[src/rtl/cpu_seq.sv]
// cpu_seq: two-cycle accumulator sequencer (fetch/execute) with handshaked port
// I/O and an external loader that can take the program RAM between instructions.
module cpu_seq #(
  parameter logic [7:0] RESET_PC = 8'h00
) (
  input  logic        i_clk,
  input  logic        i_rst,
  output logic [7:0]  o_ram_addr,
  input  logic [15:0] i_ram_dout,
  output logic [15:0] o_ram_din,
  output logic        o_ram_we,
  input  logic        i_ld_en,
  input  logic        i_ld_we,
  input  logic [7:0]  i_ld_addr,
  input  logic [15:0] i_ld_data,
  output logic        o_ld_gnt,
  output logic [7:0]  o_io_addr,
  output logic        o_io_rd,
  output logic        o_io_wr,
  output logic [7:0]  o_io_dout,
  input  logic [7:0]  i_io_din,
  input  logic        i_io_ack,
  output logic [7:0]  o_acc,
  output logic        o_zf,
  output logic        o_cf,
  output logic [7:0]  o_pc
);

  typedef enum logic [1:0] {
    ST_LOAD    = 2'd0,
    ST_FETCH   = 2'd1,
    ST_EXEC    = 2'd2,
    ST_IO_WAIT = 2'd3
  } state_t;

  localparam logic [3:0] OP_LOAD = 4'b0000;
  localparam logic [3:0] OP_AND  = 4'b0001;
  localparam logic [3:0] OP_ADD  = 4'b0100;
  localparam logic [3:0] OP_SUB  = 4'b0110;
  localparam logic [3:0] OP_JMP  = 4'b1000;
  localparam logic [3:0] OP_JCC  = 4'b1001;
  localparam logic [3:0] OP_IN   = 4'b1010;
  localparam logic [3:0] OP_OUT  = 4'b1110;

  function automatic logic is_zero(input logic [7:0] value);
    return (value == 8'h00);
  endfunction

  state_t      r_state;
  state_t      w_state_nx;
  logic [7:0]  r_pc;
  logic [7:0]  w_pc_nx;
  logic [15:0] r_ir;
  logic [15:0] w_ir_nx;
  logic [7:0]  r_acc;
  logic [7:0]  w_acc_nx;
  logic        r_zf;
  logic        w_zf_nx;
  logic        r_cf;
  logic        w_cf_nx;

  logic [3:0]  w_op;
  logic [7:0]  w_imm;
  logic        w_is_in;
  logic        w_is_out;
  logic        w_cond;
  logic [8:0]  w_sum;
  logic [8:0]  w_diff;

  assign w_op     = r_ir[15:12];
  assign w_imm    = r_ir[7:0];
  assign w_is_in  = (w_op == OP_IN);
  assign w_is_out = (w_op == OP_OUT);
  assign w_sum    = {1'b0, r_acc} + {1'b0, w_imm};
  // Bit 8 of the 9-bit difference is the borrow (ACC < operand).
  assign w_diff   = {1'b0, r_acc} - {1'b0, w_imm};

  assign o_io_addr = w_imm;
  assign o_io_dout = r_acc;
  assign o_acc     = r_acc;
  assign o_zf      = r_zf;
  assign o_cf      = r_cf;
  assign o_pc      = r_pc;

  // Conditional-jump predicate selected by IR[11:10]; IR[9:8] are don't-care.
  always_comb begin
    casez (r_ir[11:8])
      4'b00??: w_cond = r_zf;
      4'b01??: w_cond = ~r_zf;
      4'b10??: w_cond = r_cf;
      4'b11??: w_cond = ~r_cf;
      default: w_cond = 1'b0;
    endcase
  end

  // Next-state, datapath update and RAM/port steering for the current state.
  always_comb begin
    w_state_nx = r_state;
    w_pc_nx    = r_pc;
    w_ir_nx    = r_ir;
    w_acc_nx   = r_acc;
    w_zf_nx    = r_zf;
    w_cf_nx    = r_cf;
    o_ram_addr = r_pc;
    o_ram_din  = 16'h0000;
    o_ram_we   = 1'b0;
    o_ld_gnt   = 1'b0;
    o_io_rd    = 1'b0;
    o_io_wr    = 1'b0;
    case (r_state)
      ST_FETCH: begin
        if (i_ld_en) begin
          w_state_nx = ST_LOAD;
        end else begin
          w_ir_nx    = i_ram_dout;
          w_pc_nx    = r_pc + 8'd1;
          w_state_nx = ST_EXEC;
        end
      end
      ST_EXEC: begin
        w_state_nx = ST_FETCH;
        case (w_op)
          OP_LOAD: begin
            w_acc_nx = w_imm;
            w_zf_nx  = is_zero(w_imm);
          end
          OP_ADD: begin
            w_acc_nx = w_sum[7:0];
            w_cf_nx  = w_sum[8];
            w_zf_nx  = is_zero(w_sum[7:0]);
          end
          OP_AND: begin
            w_acc_nx = r_acc & w_imm;
            w_cf_nx  = 1'b0;
            w_zf_nx  = is_zero(r_acc & w_imm);
          end
          OP_SUB: begin
            w_acc_nx = w_diff[7:0];
            w_cf_nx  = w_diff[8];
            w_zf_nx  = is_zero(w_diff[7:0]);
          end
          OP_JMP: begin
            w_pc_nx = w_imm;
          end
          OP_JCC: begin
            if (w_cond) begin
              w_pc_nx = w_imm;
            end else begin
              w_pc_nx = r_pc;
            end
          end
          OP_IN: begin
            o_io_rd    = 1'b1;
            w_state_nx = ST_IO_WAIT;
          end
          OP_OUT: begin
            o_io_wr    = 1'b1;
            w_state_nx = ST_IO_WAIT;
          end
          default: begin
            w_state_nx = ST_FETCH;
          end
        endcase
      end
      ST_IO_WAIT: begin
        // Request stays up through the acknowledging cycle and drops in FETCH.
        o_io_rd = w_is_in;
        o_io_wr = w_is_out;
        if (i_io_ack) begin
          w_state_nx = ST_FETCH;
          if (w_is_in) begin
            w_acc_nx = i_io_din;
            w_zf_nx  = is_zero(i_io_din);
          end else begin
            w_acc_nx = r_acc;
          end
        end else begin
          w_state_nx = ST_IO_WAIT;
        end
      end
      ST_LOAD: begin
        o_ld_gnt   = 1'b1;
        o_ram_addr = i_ld_addr;
        o_ram_din  = i_ld_data;
        o_ram_we   = i_ld_we;
        if (i_ld_en) begin
          w_state_nx = ST_LOAD;
        end else begin
          w_pc_nx    = RESET_PC;
          w_state_nx = ST_FETCH;
        end
      end
      default: begin
        w_state_nx = ST_FETCH;
      end
    endcase
  end

  // Architectural state registers with synchronous reset.
  always_ff @(posedge i_clk) begin
    if (i_rst) begin
      r_state <= ST_FETCH;
      r_pc    <= RESET_PC;
      r_ir    <= 16'h0000;
      r_acc   <= 8'h00;
      r_zf    <= 1'b0;
      r_cf    <= 1'b0;
    end else begin
      r_state <= w_state_nx;
      r_pc    <= w_pc_nx;
      r_ir    <= w_ir_nx;
      r_acc   <= w_acc_nx;
      r_zf    <= w_zf_nx;
      r_cf    <= w_cf_nx;
    end
  end

endmodule

[config.mk]
export PLATFORM = sky130hd
export DESIGN_NAME = cpu_seq
export DESIGN_NICKNAME = d
export VERILOG_FILES = /design/src/rtl/cpu_seq.sv
export SDC_FILE = /design/constraint.sdc
export NUM_CORES = 1
export LEC_CHECK = 0
export ABC_AREA = 1
export CORE_MARGIN = 1
export CORE_UTILIZATION = 45
export DETAILED_ROUTE_END_ITERATION = 6
export PLACE_DENSITY = 0.78
export SETUP_SLACK_MARGIN = 0.15
export SLEW_MARGIN = 20
export SYNTH_ARGS = -nofsm -noshare
export SYNTH_HDL_FRONTEND = slang
export SYNTH_SLANG_ARGS = --single-unit
[constraint.sdc]
create_clock -name i_clk -period 2.42 [get_ports i_clk]
set_clock_uncertainty 0.2 [all_clocks]
set_input_delay 0.363 -clock i_clk [delete_from_list [all_inputs] [get_ports i_clk]]
set_output_delay 0.363 -clock i_clk [all_outputs]
set_load 0.005 [all_outputs]
==> load_flow_metrics.sql, run 1 <==
INSERT INTO impl_metrics (metric_group, metric, value, unit) VALUES
('worst_setup_path', 'critical_path.n_buffers_inverters', '2', ''),
('placement', 'gp_congestion', '1.05', ''),
('power', 'power_leakage', '2.03', 'nW'),
('min_path', 'hold_class', 'reg2reg', ''),
('timing', 'timing_hold_violations_final', '0', ''),
('timing', 'timing.setup.tns', '0', 'ps'),
('cells_and_area', 'areaGrowthSynthToFinish', '49.4', '%'),
('power', 'vdd_drop_max', '0.484', 'mV'),
('placement', 'detailedPlace.worstSlack', '139', 'ps'),
('floorplanning', 'die_w', '83.4', 'microns'),
('timing', 'timing.final.max_slew_violations', '0', ''),
('yosys', 'synth_area_leader_cell', 'dfxtp_1', ''),
('power', 'power_density_over_the_cells', '481', 'nW/um^2'),
('grt', 'grt_antenna_before_repair', '0', ''),
('worst_setup_path', 'max_stage_delay', '560', 'ps'),
('timing', 'timing_worst_slew_pin_value', '389', 'ps'),
('worst_setup_path', 'start_kind', 'flip-flop', ''),
('cells_and_area', 'final_layout_size_suffix_gt1_share', '12.2', '%'),
('clocking', 'tritoncts_clock_tree', 'done', ''),
('timing', 'final.period_utilization', '91.2', '%'),
('placement', 'place_hpwl', '7.70', 'mm'),
('worst_setup_path', 'critical_path_peak_fanout', '16', ''),
('cells_and_area', 'fin_nets', '668', ''),
('yosys', 'syn-num-nets', '560', ''),
('worst_setup_path', 'critical_path.top_delay_family', 'buffers and inverters', ''),
('worst_setup_path', 'path_class', 'reg2out', ''),
('yosys', 'synth_top_area_share', '22.8', '%'),
('clocking', 'ctsHtreeMaxLevel', '2', ''),
('floorplanning', 'top_level_ports', '115', ''),
('yosys', 'yosys_warnings', '0', ''),
('clocking', 'worstSkewPairLatency', '300', 'ps'),
('timing', 'slew-limit-headroom', '74.0', '%'),
('grt', 'global_route_wire_length_before_repair', '15.7', 'mm'),
('timing', 'timing.final.crit_period', '2210', 'ps'),
('worst_setup_path', 'required_time_of_the_critical_path', '1860', 'ps'),
('run', 'maxCapViolations', '0', ''),
('yosys', 'post_synth.cell_area_avg', '6.12', 'sq um'),
('timing', 'grt_setup_unrepaired', 'yes', ''),
('floorplanning', 'initial_core_util', '46.6', '%'),
('routing', 'detail-route-antenna-nets', '0', ''),
('clocking', 'cts_root_buf', 'clkbuf_8', ''),
('timing', 'finalSetupViolations', '0', ''),
('grt', 'grt_usage', '27.8', '%'),
('yosys', 'netlist_area', '2980', 'sq um'),
('floorplanning', 'std_cell_rows', '29', ''),
('floorplanning', 'chipHeight', '83.4', 'microns'),
('routing', 'via_count', '3599', ''),
('grt', 'first_global_vias', '3297', ''),
('yosys', 'synth_cell_types', '42', ''),
('cells_and_area', 'finish.cell_count_without_fillers', '673', ''),
('floorplanning', 'floorplan.die_area', '6950', 'sq um'),
('worst_setup_path', 'reg2reg_path_depth', '13', ''),
('routing', 'post_drt_via_cell_ratio', '5.35', ''),
('worst_setup_path', 'critical_path_depth', '4', ''),
('yosys', 'synth_cells', '487', ''),
('clocking', 'numCtsBuffers', '5', ''),
('worst_setup_path', 'worstPathArrival', '1640', 'ps'),
('routing', 'wirelength', '9.84', 'mm'),
('cells_and_area', 'antenna_diode_count', '0', ''),
('worst_setup_path', 'timing.critical_path.to_type', 'primary output', ''),
('clocking', 'clock-sinks', '34', ''),
('placement', 'place_inst', '664', ''),
('clocking', 'cts_max_path_buffers', '2', ''),
('timing', 'clock.fmax', '453', 'MHz'),
('yosys', 'synth.top_cells.by_area', 'dfxtp_1 (23%), nand2_1 (12%), inv_1 (8.8%)', ''),
('status', 'run_status', 'finished clean', ''),
('yosys', 'synth_seq_area_share', '22.8', '%'),
('clocking', 'clkTransAtPathRegs', '80', 'ps'),
('timing', 'finalWorstSetupSlack', '214', 'ps'),
('worst_setup_path', 'cp_cell_sequence', 'nor2_4 > buf_8 > o21ai_0 > clkdlybuf4s50_1', ''),
('floorplanning', 'design.core.area', '6390', 'sq um'),
('routing', 'firstDrtPassIters', '5', ''),
('grt', 'grt_max_degree', '29', ''),
('routing', 'detailedRoute.firstIterationViolations', '267', ''),
('grt', 'grt_overflow_total', '0', ''),
('routing', 'wire_per_inst', '14.6', 'microns'),
('yosys', 'synth-seq-cells', '34', ''),
('min_path', 'count_of_cells_along_the_worst_hold_path', '2', ''),
('placement', 'io_buffers', '112', ''),
('worst_setup_path', 'crit_slowest_cell', 'clkdlybuf4s50_1', ''),
('timing', 'whs', '306', 'ps'),
('routing', 'detail_route.drc_violations', '0', '');
## flip-flops by register name, summed over array words and instances, names as in the netlist
name     flops
o_acc        8
o_cf         1
o_pc         8
o_zf         1
r_ir        14
r_state      2
## final cells by class
cell class                      count  area, sq um
Clock buffer                        6         82.6
Clock inverter                      2         60.1
Fill cell                         565         1940
Inverter                           75          289
Multi-Input combinational cell    350         1960
Sequential cell                    34          699
Tap cell                           77         96.3
Timing Repair Buffer              129         1260
## stage by stage
step	total power [mW]	cell area [sq um]	utilization, %
after floorplan	1.09	2980	-
after global placement	1.42	4140	64.8
after detailed placement	1.43	4140	64.8
after CTS	2.09	4290	67.1
after global routing	2.26	4450	69.7
final	2.14	4450	69.7
## layout by cell type (no fill, tap or decap), drive strengths merged, types with 5 or more instances in the layout
master,n
a21oi,37
a31oi,5
buf,17
clkbuf,6
clkdlybuf4s50,110
dfxtp,34
ha,18
inv,75
nand2,99
nand3,34
nor2,70
nor3,5
o21ai,48
o22ai,5
or2,5
## synthesized netlist by cell type (all sizes together)
master  number
dfxtp       34
and2         1
or2          5
fa           2
nor2        70
o21ai       48
o21bai       1
clkinv       1
buf         21
nand2       99
nor4         2
inv         74
o211ai       1
o22ai        5
nor3         5
xor2         2
o31ai        2
nand3       34
nand4        4
a31oi        5
a22oi        1
ha          18
a211oi       4
a21oi       37
a21o         1
xnor2        1
o221ai       2
clkbuf       7
## cell families (layout without fill, tap and decap cells)
family	Yosys count	after routing	share of synthesized area [%]
DFF	34	34	22.8
and+or+nand+nor	220	220	31.6
adders and majority gates	20	20	8.90
AOI/OAI and AO/OA	107	107	20.3
xor gates and xnor gates	3	3	0.882
buffers and inverters	103	212	15.5
## power by group
group | internal [mW] | total [mW] | switching, mW
clock network | 0.440 | 0.663 | 0.223
registers | 0.603 | 0.662 | 0.0591
logic | 0.394 | 0.818 | 0.424
## what timing repair did
item,in CTS,in global routing
endpoints found under the setup margin,22,33
hold endpoints to repair,0,0
hold buffers,0,0
setup buffers,0,1
pin swaps,0,11
gates resized for setup,4,43
## worst min-delay path, cell delays in order, from the launching register on
cell and delay, ps:
dfxtp_1 320, nor2_1 100, nor2_1 50
## metal layers
metal / track usage (%) / up-vias / share of wire, %
met5: 0 / - / 0
met4: 7.52 / 0 / 1.1
met3: 3.08 / 10 / 6.2
met2: 47.1 / 155 / 50
met1: 37.2 / 1658 / 43
li1: - / 1776 / -
## final timing paths
kind	start	endpoint	slack (ps)
worst max-delay path	r_state[1]	o_ram_addr[2]	210
worst min-delay path	r_ir[10]	r_ir[10]	310
worst max register to register	o_acc[0]	o_zf	240
worst min register to register	r_ir[10]	r_ir[10]	310
Note: power is estimated with default switching activity, not from simulation.
==> run 2, diff against run 1 <==
==> config.mk (replaced) <==
export PLATFORM = sky130hd
export DESIGN_NAME = cpu_seq
export DESIGN_NICKNAME = d
export VERILOG_FILES = /design/src/rtl/cpu_seq.sv
export SDC_FILE = /design/constraint.sdc
export NUM_CORES = 1
export LEC_CHECK = 0
export CORE_MARGIN = 1
export CORE_UTILIZATION = 46
export DETAILED_ROUTE_END_ITERATION = 6
export PLACE_DENSITY = 0.77
export SETUP_SLACK_MARGIN = 0.15
export SLEW_MARGIN = 20
export SYNTH_ARGS = -nofsm -noshare
export SYNTH_HDL_FRONTEND = slang
export SYNTH_SLANG_ARGS = --single-unit
export TNS_END_PERCENT = 100
==> run 2 against run 1 <==
The flow now finishes with violations (setup timing); fmax down 12%; count of clock-buffer cells in the layout unchanged; total power down 6.0%; hold slack worse by 37 ps; global-route usage up 5.6 points; sequential cell count unchanged; non-clock buffer count up 56; synthesized cell count down 10%; final cell count up 1.8%; combinational power up 3.3%; final area up 18%; utilization up 7.0 points; largest power group unchanged.
==> load_flow_metrics.sql, run 2 <==
INSERT INTO impl_metrics (metric_group, metric, value, unit) VALUES
('grt', 'first_global_vias', '3859', ''),
('clocking', 'cts_max_path_buffers', '2', ''),
('yosys', 'synth_cells', '438', ''),
('yosys', 'synth_area_leader_cell', 'dfxtp_1', ''),
('worst_setup_path', 'start_kind', 'flip-flop', ''),
('yosys', 'synth_ff_type', 'dfxtp_1', ''),
('power', 'fin_total_pwr', '2.01', 'mW'),
('floorplanning', 'std_cell_rows', '30', ''),
('worst_setup_path', 'critical_path.top_delay_family', 'compound AO/OA/AOI/OAI gates', ''),
('timing', 'final.period_utilization', '104', '%'),
('worst_setup_path', 'crit_slowest_cell', 'dfxtp_4', ''),
('power', 'power_leakage', '2.09', 'nW'),
('worst_setup_path', 'critical_path_peak_fanout', '3', ''),
('yosys', 'synthXorXnorAreaFrac', '2.13', '%'),
('cells_and_area', 'areaGrowthSynthToFinish', '59.6', '%'),
('yosys', 'yosysMostFrequentCell', 'a21oi_1', ''),
('timing', 'timing.final.max_slew_violations', '0', ''),
('grt', 'grt_usage', '33.4', '%'),
('worst_setup_path', 'required_time_of_the_critical_path', '2420', 'ps'),
('routing', 'detail-route-antenna-nets', '0', ''),
('cells_and_area', 'layout_commonest_cell', 'clkdlybuf4s50_1', ''),
('yosys', 'most_numerous_cell_types_in_the_synthesized_netlist', 'a21oi_1 (48), nand2_1 (46), dfxtp_1 (34), nor2_1 (34), inv_1 (21)', ''),
('min_path', 'count_of_cells_along_the_worst_hold_path', '2', ''),
('floorplanning', 'die_w', '86.5', 'microns'),
('cells_and_area', 'fin_nets', '661', ''),
('placement', 'place_inst', '657', ''),
('cells_and_area', 'final_layout_size_suffix_gt1_share', '25.5', '%'),
('min_path', 'hold_class', 'reg2reg', ''),
('cells_and_area', 'antenna_diode_count', '0', ''),
('routing', 'via_count', '3976', ''),
('grt', 'grt_antenna_before_repair', '0', ''),
('timing', 'grt_setup_unrepaired', 'yes', ''),
('clocking', 'ctsHtreeMaxLevel', '2', ''),
('yosys', 'yosys_warnings', '0', ''),
('worst_setup_path', 'max_stage_delay', '370', 'ps'),
('worst_setup_path', 'worstPathArrival', '2520', 'ps'),
('yosys', 'syn-num-nets', '511', ''),
('timing', 'slew-limit-headroom', '66.8', '%'),
('worst_setup_path', 'worst_r2r_startpoint', 'o_acc[0]', ''),
('power', 'power_density_over_the_cells', '384', 'nW/um^2'),
('yosys', 'combinational_family_with_the_most_area_after_synthesis', 'simple AND/OR/NAND/NOR gates', ''),
('worst_setup_path', 'timing.critical_path.to_type', 'flip-flop', ''),
('timing', 'clock.fmax', '398', 'MHz'),
('cells_and_area', 'max_flop_register', 'r_ir', ''),
('status', 'run_status', 'complete, but fails checks', ''),
('yosys', 'synthMuxAreaShare', '3.96', '%'),
('cells_and_area', 'mostFrequentLayoutCells', 'clkdlybuf4s50_1 (87), buf_4 (65), nand2_1 (46)', ''),
('yosys', 'synth_compound_gate_area_share', '25.0', '%'),
('yosys', 'synth-seq-cells', '34', ''),
('floorplanning', 'initial_core_util', '48.0', '%'),
('placement', 'gp_congestion', '0.951', ''),
('timing', 'finalSetupViolations', '4', ''),
('cells_and_area', 'utilization', '76.7', '%'),
('cells_and_area', 'finish.cell_count_without_fillers', '685', ''),
('worst_setup_path', 'path_class', 'reg2reg', ''),
('worst_setup_path', 'critical_path.n_buffers_inverters', '3', ''),
('grt', 'grt_max_degree', '21', ''),
('routing', 'post_drt_via_cell_ratio', '5.80', ''),
('yosys', 'synth-edff-count', '0', ''),
('routing', 'firstDrtPassIters', '7', ''),
('grt', 'global_route_wire_length_before_repair', '19.4', 'mm'),
('timing', 'finalWorstSetupSlack', '-91.9', 'ps'),
('clocking', 'clkTransAtPathRegs', '90', 'ps'),
('worst_setup_path', 'reg2reg_path_depth', '11', ''),
('placement', 'io_buffers', '112', ''),
('yosys', 'post_synth.cell_area_avg', '7.49', 'sq um'),
('routing', 'detailedRoute.firstIterationViolations', '407', ''),
('floorplanning', 'top_level_ports', '115', ''),
('placement', 'place_hpwl', '9.07', 'mm'),
('yosys', 'synthAdderAreaFrac', '8.08', '%'),
('clocking', 'tritoncts_clock_tree', 'done', ''),
('yosys', 'postSynth.asyncResetShare', '0', '%'),
('yosys', 'synth_simple_gate_area_share', '29.8', '%'),
('yosys', 'synth.top_cells.by_area', 'dfxtp_1 (21%), a21oi_1 (7.3%), ha_1 (6.9%)', ''),
('yosys', 'synth_cell_types', '73', ''),
('timing', 'timing.setup.tns', '-195', 'ps'),
('worst_setup_path', 'cp_cell_sequence', 'inv_4 > ha_4 > inv_2 > fa_2 > a211oi_4 > buf_4 > nor2_2 > xor2_2 > a222oi_1 > and2_1 > a211oi_1', ''),
('grt', 'grt_overflow_total', '0', ''),
('clocking', 'numCtsBuffers', '5', ''),
('floorplanning', 'chipHeight', '86.5', 'microns'),
('timing', 'timing_hold_violations_final', '0', ''),
('routing', 'detail_route.drc_violations', '0', ''),
('clocking', 'cts_root_buf', 'clkbuf_8', ''),
('routing', 'wire_per_inst', '18.3', 'microns'),
('clocking', 'cts_hold_buf', '0', ''),
('routing', 'wirelength', '12.5', 'mm'),
('clocking', 'worstSkewPairLatency', '300', 'ps'),
('yosys', 'synth_top_area_share', '20.7', '%'),
('worst_setup_path', 'worst-r2r-setup-slack', '-90', 'ps'),
('floorplanning', 'floorplan.die_area', '7480', 'sq um'),
('run', 'maxCapViolations', '0', ''),
('floorplanning', 'design.core.area', '6830', 'sq um'),
('yosys', 'netlist_area', '3280', 'sq um'),
('clocking', 'clock-sinks', '34', ''),
('worst_setup_path', 'capture_instance_of_the_worst_register_to_register_path', 'o_acc[4]', ''),
('min_path', 'whs_endpoint', 'r_ir[10]', ''),
('status', 'failed_checks', 'setup timing', ''),
('yosys', 'synth_seq_area_share', '20.7', '%'),
('cells_and_area', 'largest_register_ff_count', '14', ''),
('timing', 'whs', '269', 'ps'),
('timing', 'timing.final.crit_period', '2510', 'ps'),
('min_path', 'hold_start', 'r_ir[10]', ''),
('power', 'vdd_drop_max', '0.230', 'mV'),
('timing', 'timing_worst_slew_pin_value', '498', 'ps');
-- run 2: changes by cell type after synthesis, sizes merged, moves of 11 or more --
cell	change
inv	-53
nand2	-53
nor2	-35
o21ai	-31
nand3	-25
and2	+18
nor2b	+12
nor3	+12
a21oi	+11
-- run 2: area by class of cell --
class / instances / area (sq um)
flip-flops and latches: 34 / 712
multi-input cells: 340 / 2450
clock inverters: 2 / 37.5
inverters: 22 / 87.6
repair buffers: 185 / 1760
clock buffers: 6 / 72.6
fillers: 528 / 1590
well taps: 96 / 120
-- run 2: kinds of logic after synthesis --
group / after synthesis
and+or+nand+nor: 183
AOI/OAI and AO/OA: 117
buffers and inverters: 64
DFF: 34
adders and majority gates: 20
muxes: 12
xor gates and xnor gates: 8
-- run 2: worst max path at each step --
stage / slack [ps] / start / cells past startpoint / endpoint
floorplan: 110 / o_acc[0] / 10 / o_acc[6]
global placement: -90 / r_ir[1] / 8 / o_acc[5]
detailed placement: -100 / r_ir[1] / 8 / o_acc[5]
CTS: -40 / o_acc[1] / 7 / o_zf
global route: -150 / o_acc[0] / 10 / o_acc[6]
finish: -90 / o_acc[0] / 11 / o_acc[4]
-- run 2: worst reg2reg max path, delay by kind of cell (launching register included) --
kind | cells | cell delay [ps]
compound gates | 3 | 670
xor+xnor | 1 | 210
fa+ha+maj | 2 | 480
buf+inv | 3 | 250
flops | 1 | 370
simple gates | 2 | 230
-- run 2: report_power, final --
part	switching [mW]	internal, mW
combinational	0.387	0.458
sequential	0.0376	0.585
clock	0.238	0.308
-- run 2: per-stage QoR --
step	instance area [sq um]	setup slack, ps
2_1_floorplan	3380	105
3_3_place_gp	4780	-91.8
3_5_place_dp	4780	-102
4_1_cts	5140	-42.3
5_1_grt	5240	-150
6_report	5240	-91.9
-- run 2: timing repair --
action | 4_1_cts | 5_1_grt
pin swaps | 18 | 18
buffers inserted | 12 | 6
gates cloned | 2 | 0
resized for setup | 48 | 18
endpoints found under the setup margin | 14 | 13
-- run 2: layer usage --
layer | track usage, % | share of wire [%]
met4 | 13.0 | 3.2
met5 | 0 | 0
met3 | 4.38 | 7.5
met2 | 58.6 | 50
met1 | 41.5 | 39
